File: src/rtl/lvl_trg_if.sv
// lvl_trg_if: bundles the control events, sample stream, configuration and
// status of the level-crossing trigger.
//   ctl_rst/ctl_str/ctl_stp : event pulses (reset > start > stop)
//   sti_vld/sti_dat         : signed sample stream
//   cfg_edg/cfg_lvl/cfg_hys : edge select, signed level, unsigned hysteresis
//   cfg_hld                 : holdoff length in clock cycles
//   trg/sts_run/sts_arm     : trigger pulse and run/armed status
// master drives stimulus and configuration; slave is the trigger block.
interface lvl_trg_if #(
    parameter int unsigned DW = 14,
    parameter int unsigned CW = 32
);
    logic                 ctl_rst;
    logic                 ctl_str;
    logic                 ctl_stp;
    logic                 sti_vld;
    logic signed [DW-1:0] sti_dat;
    logic                 cfg_edg;
    logic signed [DW-1:0] cfg_lvl;
    logic        [DW-1:0] cfg_hys;
    logic        [CW-1:0] cfg_hld;
    logic                 trg;
    logic                 sts_run;
    logic                 sts_arm;

    modport master (
        output ctl_rst, ctl_str, ctl_stp, sti_vld, sti_dat,
        output cfg_edg, cfg_lvl, cfg_hys, cfg_hld,
        input  trg, sts_run, sts_arm
    );

    modport slave (
        input  ctl_rst, ctl_str, ctl_stp, sti_vld, sti_dat,
        input  cfg_edg, cfg_lvl, cfg_hys, cfg_hld,
        output trg, sts_run, sts_arm
    );
endinterface

File: src/rtl/lvl_trg.sv
// lvl_trg: level-crossing trigger source with hysteresis and holdoff.
// Emits a one-cycle trg pulse when the signed sample stream crosses cfg_lvl
// on the selected edge, after first leaving the hysteresis band on the
// arming side. After each trigger a holdoff of cfg_hld+1 cycles follows.
//   clk : system clock
//   rst : synchronous active-high reset
//   bus : lvl_trg_if slave (control events, samples, config, status)
// All outputs are registered.
module lvl_trg #(
    parameter int unsigned DW = 14,
    parameter int unsigned CW = 32
) (
    input  logic      clk,
    input  logic      rst,
    lvl_trg_if.slave  bus
);

    // Two guard bits so lvl +/- hys never wraps for any input values.
    localparam int unsigned TW = DW + 2;

    typedef enum logic [1:0] {
        StIdle,
        StWaitArm,
        StArmed,
        StHold
    } state_e;

    state_e          state_q, state_d;
    logic [CW-1:0]   cnt_q, cnt_d;
    logic            trg_q, trg_d;
    logic            run_q, run_d;
    logic            arm_q, arm_d;

    logic signed [TW-1:0] dat_x;
    logic signed [TW-1:0] lvl_x;
    logic signed [TW-1:0] hys_x;
    logic signed [TW-1:0] thr_x;
    logic                 arm_hit;
    logic                 crs_hit;

    assign dat_x = {{2{bus.sti_dat[DW-1]}}, bus.sti_dat};
    assign lvl_x = {{2{bus.cfg_lvl[DW-1]}}, bus.cfg_lvl};
    assign hys_x = {2'b00, bus.cfg_hys};
    assign thr_x = bus.cfg_edg ? (lvl_x + hys_x) : (lvl_x - hys_x);

    // Band exit on the arming side (strict) and level crossing (inclusive).
    assign arm_hit = bus.sti_vld && (bus.cfg_edg ? (dat_x > thr_x) : (dat_x < thr_x));
    assign crs_hit = bus.sti_vld && (bus.cfg_edg ? (dat_x <= lvl_x) : (dat_x >= lvl_x));

    always_comb begin
        state_d = state_q;
        cnt_d   = cnt_q;
        trg_d   = 1'b0;

        // Any control pulse discards a crossing in the same cycle.
        if (bus.ctl_rst) begin
            state_d = StIdle;
            cnt_d   = '0;
        end else if (bus.ctl_str) begin
            state_d = StWaitArm;
            cnt_d   = '0;
        end else if (bus.ctl_stp) begin
            state_d = StIdle;
            cnt_d   = '0;
        end else begin
            unique case (state_q)
                StIdle: begin
                    state_d = StIdle;
                end
                StWaitArm: begin
                    if (arm_hit) begin
                        state_d = StArmed;
                    end
                end
                StArmed: begin
                    if (crs_hit) begin
                        state_d = StHold;
                        cnt_d   = bus.cfg_hld;
                        trg_d   = 1'b1;
                    end
                end
                StHold: begin
                    // Counter saturates at zero; zero means last holdoff cycle.
                    if (cnt_q == '0) begin
                        state_d = StWaitArm;
                    end else begin
                        cnt_d = cnt_q - CW'(1);
                    end
                end
                default: begin
                    state_d = StIdle;
                    cnt_d   = '0;
                end
            endcase
        end

        run_d = (state_d != StIdle);
        arm_d = (state_d == StArmed);
    end

    always_ff @(posedge clk) begin
        if (rst) begin
            state_q <= StIdle;
            cnt_q   <= '0;
            trg_q   <= 1'b0;
            run_q   <= 1'b0;
            arm_q   <= 1'b0;
        end else begin
            state_q <= state_d;
            cnt_q   <= cnt_d;
            trg_q   <= trg_d;
            run_q   <= run_d;
            arm_q   <= arm_d;
        end
    end

    assign bus.trg     = trg_q;
    assign bus.sts_run = run_q;
    assign bus.sts_arm = arm_q;

endmodule
File: src/flat_wrapper.sv
// flat-port wrapper written by rule: the top's interface ports become plain ports
module lvl_trg_flat 
#(
    parameter int unsigned DW = 14,
    parameter int unsigned CW = 32
)
  (clk, rst, bus_ctl_rst, bus_ctl_str, bus_ctl_stp, bus_sti_vld, bus_sti_dat, bus_cfg_edg, bus_cfg_lvl, bus_cfg_hys, bus_cfg_hld, bus_trg, bus_sts_run, bus_sts_arm);
  lvl_trg_if #(.DW(DW), .CW(CW)) bus_i ();
  input  logic clk;
  input  logic rst;
  input wire logic [$bits(bus_i.ctl_rst)-1:0] bus_ctl_rst;
  input wire logic [$bits(bus_i.ctl_str)-1:0] bus_ctl_str;
  input wire logic [$bits(bus_i.ctl_stp)-1:0] bus_ctl_stp;
  input wire logic [$bits(bus_i.sti_vld)-1:0] bus_sti_vld;
  input wire logic [$bits(bus_i.sti_dat)-1:0] bus_sti_dat;
  input wire logic [$bits(bus_i.cfg_edg)-1:0] bus_cfg_edg;
  input wire logic [$bits(bus_i.cfg_lvl)-1:0] bus_cfg_lvl;
  input wire logic [$bits(bus_i.cfg_hys)-1:0] bus_cfg_hys;
  input wire logic [$bits(bus_i.cfg_hld)-1:0] bus_cfg_hld;
  output wire logic [$bits(bus_i.trg)-1:0] bus_trg;
  output wire logic [$bits(bus_i.sts_run)-1:0] bus_sts_run;
  output wire logic [$bits(bus_i.sts_arm)-1:0] bus_sts_arm;
  assign bus_i.ctl_rst = bus_ctl_rst;
  assign bus_i.ctl_str = bus_ctl_str;
  assign bus_i.ctl_stp = bus_ctl_stp;
  assign bus_i.sti_vld = bus_sti_vld;
  assign bus_i.sti_dat = bus_sti_dat;
  assign bus_i.cfg_edg = bus_cfg_edg;
  assign bus_i.cfg_lvl = bus_cfg_lvl;
  assign bus_i.cfg_hys = bus_cfg_hys;
  assign bus_i.cfg_hld = bus_cfg_hld;
  assign bus_trg = bus_i.trg;
  assign bus_sts_run = bus_i.sts_run;
  assign bus_sts_arm = bus_i.sts_arm;
  lvl_trg #(.DW(DW), .CW(CW)) u_core (.clk(clk), .rst(rst), .bus(bus_i));
endmodule
File: config.mk
export PLATFORM = sky130hd
export DESIGN_NAME = lvl_trg_flat
export DESIGN_NICKNAME = d
export VERILOG_FILES = /design/src/rtl/lvl_trg_if.sv /design/src/rtl/lvl_trg.sv /design/src/flat_wrapper.sv
export SDC_FILE = /design/constraint.sdc
export NUM_CORES = 1
export LEC_CHECK = 0
export BUFFER_PORTS_ARGS = -buffer_cell sky130_fd_sc_hd__buf_2
export CAP_MARGIN = 0
export CORE_MARGIN = 3
export CORE_UTILIZATION = 57
export DETAILED_ROUTE_END_ITERATION = 16
export PLACE_DENSITY = 0.86
export SYNTH_ARGS = -nofsm -noshare
export SYNTH_HDL_FRONTEND = slang
export SYNTH_SLANG_ARGS = --single-unit
File: constraint.sdc
create_clock -name clk -period 7.18 [get_ports clk]
set_input_delay 1.436 -clock clk [delete_from_list [all_inputs] [get_ports clk]]
set_output_delay 1.436 -clock clk [all_outputs]
set_load 0.03 [all_outputs]
==> flow_metrics.env, run 1 <==
export IMPL_status="finished clean"
export IMPL_finalClockSkew_ns=0.00836
export IMPL_stdcell_area_um2=4730
export IMPL_synthArstFlopShare=0
export IMPL_num_rows=30
export IMPL_diodes=0
export IMPL_antenna_found_initial=0
export IMPL_layout_commonest_cell="buf_2"
export IMPL_utilization=0.681
export IMPL_cts_max_level=2
export IMPL_avgViaCountPerCell=6.51
export IMPL_gp_congestion=0.900
export IMPL_powerDensity_nw_per_um2=138
export IMPL_fin_ws_ns=0.670
export IMPL_nets=755
export IMPL_start_util=0.599
export IMPL_wl_per_cell_um=16.6
export IMPL_cp_required_ns=7.37
export IMPL_vias=4676
export IMPL_port_buffers=83
export IMPL_total_power_uw=651
export IMPL_cp_data_arrival_time_ns=6.70
export IMPL_holdBufCountCts=0
export IMPL_swShare=0.338
export IMPL_yosysWarningCount=0
export IMPL_hold_violations=0
export IMPL_numClockSinks=37
export IMPL_p_leak_nw=2.12
export IMPL_die_area_um2=8350
export IMPL_start_kind="input pin"
export IMPL_max_slew_margin=0.375
export IMPL_crit_chain="buf_2 > or4_1 > nor3_1 > a21oi_1 > xor2_1 > ha_1 > nand2_1 > o21ai_0 > a21oi_1 > o21ai_0 > a2111oi_0 > a311oi_1 > ha_1 > nand4_1 > or2_2 > a211oi_1 > nor4_1 > o41ai_1 > a211oi_1 > o31a_1"
export IMPL_first_iter_violations=504
export IMPL_first_pass_iters=5
export IMPL_cts_reportedPaths_clkPinSlew_ns=0.08
export IMPL_core_um2=6940
export IMPL_instances_no_fill=718
export IMPL_p_sw_uw=220
export IMPL_hold_class="flip-flop to flip-flop"
export IMPL_numCtsBuffers=5
export IMPL_drv_cap=0
export IMPL_ir_worst_vdd_uv=88.0
export IMPL_fmax_ghz=0.154
export IMPL_syn_avg_cell_area_um2=7.50
export IMPL_post_route_period_util=0.907
export IMPL_grt_usage=0.275
export IMPL_dp_hpwl_um=8770
export IMPL_gr_total_overflow=0
export IMPL_ant_nets=0
export IMPL_final_layout_size_suffix_gt1_frac=0.191
export IMPL_ys_seq_elements=37
export IMPL_period_minus_slack_ns=6.51
export IMPL_grt_pass1_wl_um=19500
export IMPL_synthFlopType="dfxtp_1"
export IMPL_final_setup_tns_ns=0
export IMPL_synth_edff_count=0
export IMPL_p_seq_frac=0.317
export IMPL_placed_area_um2=4610
export IMPL_crit_family="compound AO/OA/AOI/OAI gates"
export IMPL_synth_cell_types=62
export IMPL_drc_errors=0
export IMPL_hold_ws_ns=0.468
export IMPL_worstReg2RegStart="u_core.cnt_q[24]"
export IMPL_finalWirelength_um=11900
export IMPL_dp_cells=710
export IMPL_final_max_slew_viol_count=0
export IMPL_clockBufferDepth=2
export IMPL_setup_violations=0
export IMPL_crit_buf_inv=1
export IMPL_clkPwrFrac=0.294
export IMPL_hp_start="u_core.cnt_q[19]"
export IMPL_max_slew_worst_pin_slew_ns=0.938
export IMPL_end_kind="flip-flop"
export IMPL_rsz0062_at_grt="false"
export IMPL_post_cts_setup_buffers=0
export IMPL_cts_tree="done"
export IMPL_syn_cell_area_um2=4160
export IMPL_combPwrFrac=0.389
export IMPL_num_io_pins=84
export IMPL_root_buffer="clkbuf_8"
export IMPL_synthCells=554
export IMPL_post_cts_resized=0
export IMPL_dpl_worst_slack_ns=0.485
export IMPL_max_stage_delay_ns=0.58
export IMPL_final_cell_mix="buf_2 (83), nand2_1 (53), ha_1 (52)"
export IMPL_crit_path_top_delay_cell="nor3_1"
export IMPL_n_fill_cell=586
export IMPL_grt_max_degree=53
export IMPL_grt_pass1_vias=4407
export IMPL_p_int_uw=431
export IMPL_crit_fanout=5
export IMPL_seq_area_frac_synth=0.178
export IMPL_syn_nets=688
export IMPL_areaGrowthSynthToFinish_pct=13.7
export IMPL_die_height_um=91.4
export IMPL_startpoint="bus_cfg_hys[3]"
export IMPL_clock_latency_ns=0.29
export IMPL_die_w_um=91.4
export IMPL_path_class="input pin to flip-flop"
metal layers:
layer | track usage | vias to the layer above | wire (um)
li1 | - | 2233 | -
met1 | 0.366 | 2195 | 5210
met2 | 0.467 | 232 | 5670
met3 | 0.0431 | 16 | 900
met4 | 0.0565 | 0 | 124
met5 | 0 | - | 0
cell families (layout without fill, tap and decap cells):
| group | after synthesis | count (layout) | synth area share |
|---|---|---|---|
| XOR/XNOR | 25 | 25 | 0.0527 |
| multiplexers | 1 | 1 | 0.00271 |
| buffers and inverters | 51 | 119 | 0.0518 |
| adder cells (fa/ha/maj) | 53 | 53 | 0.161 |
| AND/OR/NAND/NOR | 208 | 208 | 0.262 |
| flip-flops | 37 | 37 | 0.178 |
| AO/OA/AOI/OAI | 179 | 179 | 0.292 |
power groups by stage:
stage	Combinational (mW)	Sequential, mW	Clock [mW]
after global routing	0.285	0.206	0.201
after global placement	0.235	0.211	0
after CTS	0.249	0.206	0.193
after detailed placement	0.247	0.211	0
final	0.253	0.206	0.192
after floorplan	0.174	0.211	0
worst reg2reg max path: cells and delay by family, from the launching register on:
family          cells  cell delay (ns)
simple gates        5             2.16
compound gates      1             0.17
flops               1             0.37
cells in the mapped netlist (9+ instances only):
cell,n,area share
o22ai_1,10,0.015
clkbuf_1,20,0.018
a31oi_1,11,0.017
nor2_1,38,0.034
a32o_1,13,0.031
nand2_1,53,0.048
nand3_1,25,0.030
xnor2_1,9,0.019
a21oi_1,48,0.058
xor2_1,16,0.034
o21ai_0,31,0.037
inv_1,24,0.022
dfxtp_1,37,0.18
nor4_1,12,0.018
and3_1,11,0.017
nor3_1,21,0.025
ha_1,52,0.16
state kept, by name (all words and copies together) (netlist names):
name and flops:
u_core.cnt_q 32, u_core.state_q 2, u_core.bus.sts_arm 1, u_core.bus.sts_run 1, u_core.bus.trg 1
final cells by class:
class | instances | area, um2 | area share
multi-input cells | 466 | 3210 | 0.680
flip-flops and latches | 37 | 741 | 0.157
repair buffers | 87 | 445 | 0.0942
well taps | 96 | 120 | 0.0254
inverters | 24 | 90.1 | 0.0191
clock buffers | 7 | 86.3 | 0.0183
clock inverters | 1 | 30.0 | 0.00635
worst paths after layout:
check	end	slack (ns)	cells after the start
hold / removal	u_core.cnt_q[19]	0.47	2
setup reg to reg	u_core.cnt_q[10]	4.36	6
hold reg to reg	u_core.cnt_q[19]	0.47	2
setup / recovery	u_core.bus.sts_arm	0.67	20
No activity file was read; power rests on OpenSTA's default activity.
==> run 2, diff against run 1 <==
--- a/config.mk
+++ b/config.mk
@@ -5,7 +5,7 @@
 export SDC_FILE = /design/constraint.sdc
 export NUM_CORES = 1
 export LEC_CHECK = 0
-export BUFFER_PORTS_ARGS = -buffer_cell sky130_fd_sc_hd__buf_2
+export BUFFER_PORTS_ARGS = -buffer_cell sky130_fd_sc_hd__clkbuf_2
 export CAP_MARGIN = 0
 export CORE_MARGIN = 3
 export CORE_UTILIZATION = 57
==> run 2 against run 1 <==
First-iteration DRC count shrank 9.9%. Setup slack improved by 0.013 ns. Wire length fell by 2.1%. Die area is the same. Hold slack better by 0.012 ns. Sequential cell count is the same. Critical path type unchanged. Critical endpoint unchanged.
==> flow_metrics.env, run 2 (synthesis gave the netlist of run 1 again) <==
export IMPL_n_fill_cell=595
export IMPL_finalWirelength_um=11700
export IMPL_fmax_ghz=0.154
export IMPL_cts_tree="done"
export IMPL_utilization=0.681
export IMPL_crit_buf_inv=1
export IMPL_p_sw_uw=217
export IMPL_first_iter_violations=454
export IMPL_post_cts_resized=0
export IMPL_numCtsBuffers=5
export IMPL_period_minus_slack_ns=6.50
export IMPL_grt_pass1_wl_um=19200
export IMPL_powerDensity_nw_per_um2=137
export IMPL_ant_nets=0
export IMPL_antenna_found_initial=0
export IMPL_hold_violations=0
export IMPL_final_max_slew_viol_count=0
export IMPL_cp_data_arrival_time_ns=6.68
export IMPL_start_util=0.599
export IMPL_post_cts_setup_buffers=0
export IMPL_clock_latency_ns=0.30
export IMPL_drc_errors=0
export IMPL_reg2regPathDepth=6
export IMPL_startpoint="bus_cfg_hys[3]"
export IMPL_cp_required_ns=7.37
export IMPL_setup_violations=0
export IMPL_combPwrFrac=0.387
export IMPL_end_kind="flip-flop"
export IMPL_areaGrowthSynthToFinish_pct=13.7
export IMPL_status="finished clean"
export IMPL_start_kind="input pin"
export IMPL_largest_register_ffs=32
export IMPL_wl_per_cell_um=16.2
export IMPL_drv_cap=0
export IMPL_diodes=0
export IMPL_layout_commonest_cell="clkbuf_2"
export IMPL_placed_area_um2=4610
export IMPL_rsz0062_at_grt="false"
export IMPL_swShare=0.336
export IMPL_p_seq_frac=0.318
export IMPL_crit_path_top_delay_cell="or4_1"
export IMPL_r2r_end="u_core.cnt_q[0]"
export IMPL_grt_pass1_vias=4302
export IMPL_max_stage_delay_ns=0.57
export IMPL_num_rows=30
export IMPL_holdBufCountCts=0
export IMPL_crit_end="u_core.bus.sts_arm"
export IMPL_max_slew_margin=0.332
export IMPL_worstReg2RegStart="u_core.cnt_q[24]"
export IMPL_clkPwrFrac=0.295
export IMPL_vias=4629
export IMPL_die_w_um=91.4
export IMPL_regMostFlops="u_core.cnt_q"
export IMPL_die_area_um2=8350
export IMPL_hold_class="flip-flop to flip-flop"
export IMPL_finalClockSkew_ns=0.0130
export IMPL_rrSetupSlack_ns=4.38
export IMPL_gr_total_overflow=0
export IMPL_core_um2=6940
export IMPL_clockBufferDepth=2
export IMPL_cts_reportedPaths_clkPinSlew_ns=0.07
export IMPL_avgViaCountPerCell=6.45
export IMPL_grt_max_degree=53
export IMPL_port_buffers=83
export IMPL_ir_worst_vdd_uv=106
export IMPL_p_leak_nw=2.13
export IMPL_die_height_um=91.4
export IMPL_gp_congestion=0.905
export IMPL_final_cell_mix="clkbuf_2 (83), nand2_1 (53), ha_1 (52)"
export IMPL_dp_hpwl_um=8710
export IMPL_crit_family="compound AO/OA/AOI/OAI gates"
export IMPL_path_class="input pin to flip-flop"
export IMPL_nets=755
export IMPL_num_io_pins=84
export IMPL_final_layout_size_suffix_gt1_frac=0.191
export IMPL_reg_top3="u_core.cnt_q: 32 flops, u_core.state_q: 2 flops"
export IMPL_numClockSinks=37
export IMPL_grt_usage=0.271
export IMPL_stdcell_area_um2=4730
export IMPL_crit_fanout=5
export IMPL_cts_max_level=2
export IMPL_path_depth=20
export IMPL_root_buffer="clkbuf_8"
export IMPL_final_setup_tns_ns=0
export IMPL_post_route_period_util=0.905
export IMPL_first_pass_iters=5
export IMPL_p_int_uw=431
export IMPL_max_slew_worst_pin_slew_ns=1.00
export IMPL_crit_chain="clkbuf_2 > or4_1 > nor3_1 > a21oi_1 > xor2_1 > ha_1 > nand2_1 > o21ai_0 > a21oi_1 > o21ai_0 > a2111oi_0 > a311oi_1 > ha_1 > nand4_1 > or2_2 > a211oi_1 > nor4_1 > o41ai_1 > a211oi_1 > o31a_1"
==> run 2: cell types whose count changed in the layout (fill, tap and decap cells not counted), sizes merged <==
cell    delta
clkbuf    +83
buf       -83
==> run 2: worst min-delay path by stage <==
stage,from,endpoint,depth (start not counted)
6_report,u_core.cnt_q[23],u_core.cnt_q[23],2
5_1_grt,u_core.cnt_q[19],u_core.cnt_q[19],2
4_1_cts,u_core.cnt_q[23],u_core.cnt_q[23],2
3_5_place_dp,u_core.cnt_q[23],u_core.cnt_q[23],2
3_3_place_gp,u_core.cnt_q[23],u_core.cnt_q[23],2
2_1_floorplan,u_core.cnt_q[27],u_core.cnt_q[27],2
==> run 2: through the flow <==
| stage | worst slack (ns) | power [mW] | std cells | hold slack [ns] |
|---|---|---|---|---|
| after CTS | 0.784 | 0.648 | 718 | 0.478 |
| after global placement | 0.796 | 0.446 | 710 | 0.452 |
| after detailed placement | 0.490 | 0.457 | 710 | 0.467 |
| final | 0.684 | 0.648 | 718 | 0.480 |
| after floorplan | 1.35 | 0.385 | 554 | 0.441 |
| after global routing | 0.345 | 0.689 | 718 | 0.497 |
==> run 2: cell type report <==
| cell class | instances | area [um2] | share of cell area |
|---|---|---|---|
| Inverter | 24 | 90.1 | 0.0191 |
| Sequential cell | 37 | 741 | 0.157 |
| Tap cell | 96 | 120 | 0.0254 |
| Timing Repair Buffer | 87 | 445 | 0.0942 |
| Clock inverter | 1 | 30.0 | 0.00635 |
| Multi-Input combinational cell | 466 | 3210 | 0.680 |
| Clock buffer | 7 | 86.3 | 0.0183 |
==> run 2: worst register-to-register path: stages, from the launching register on <==
cell and delay, ns:
dfxtp_1 0.36, or4_1 0.65, or3_4 0.40, nor2_4 0.11, nand4_4 0.43, and2_4 0.48
a221oi_1 0.29
==> run 2: power groups by stage <==
stage                     clock (mW)  sequential [mW]  combinational (mW)
after floorplan                    0            0.211               0.174
after global placement             0            0.211               0.235
after detailed placement           0            0.211               0.247
after CTS                      0.194            0.206               0.248
after global routing           0.201            0.206               0.283
final                          0.191            0.206               0.251
==> run 2: routing by layer <==
| layer | vias to the layer above | share of wire | GRT usage |
|---|---|---|---|
| li1 | 2229 | - | - |
| met1 | 2149 | 0.44 | 0.370 |
| met2 | 225 | 0.47 | 0.444 |
| met3 | 26 | 0.081 | 0.0398 |
| met4 | 0 | 0.015 | 0.0716 |
| met5 | - | 0 | 0 |
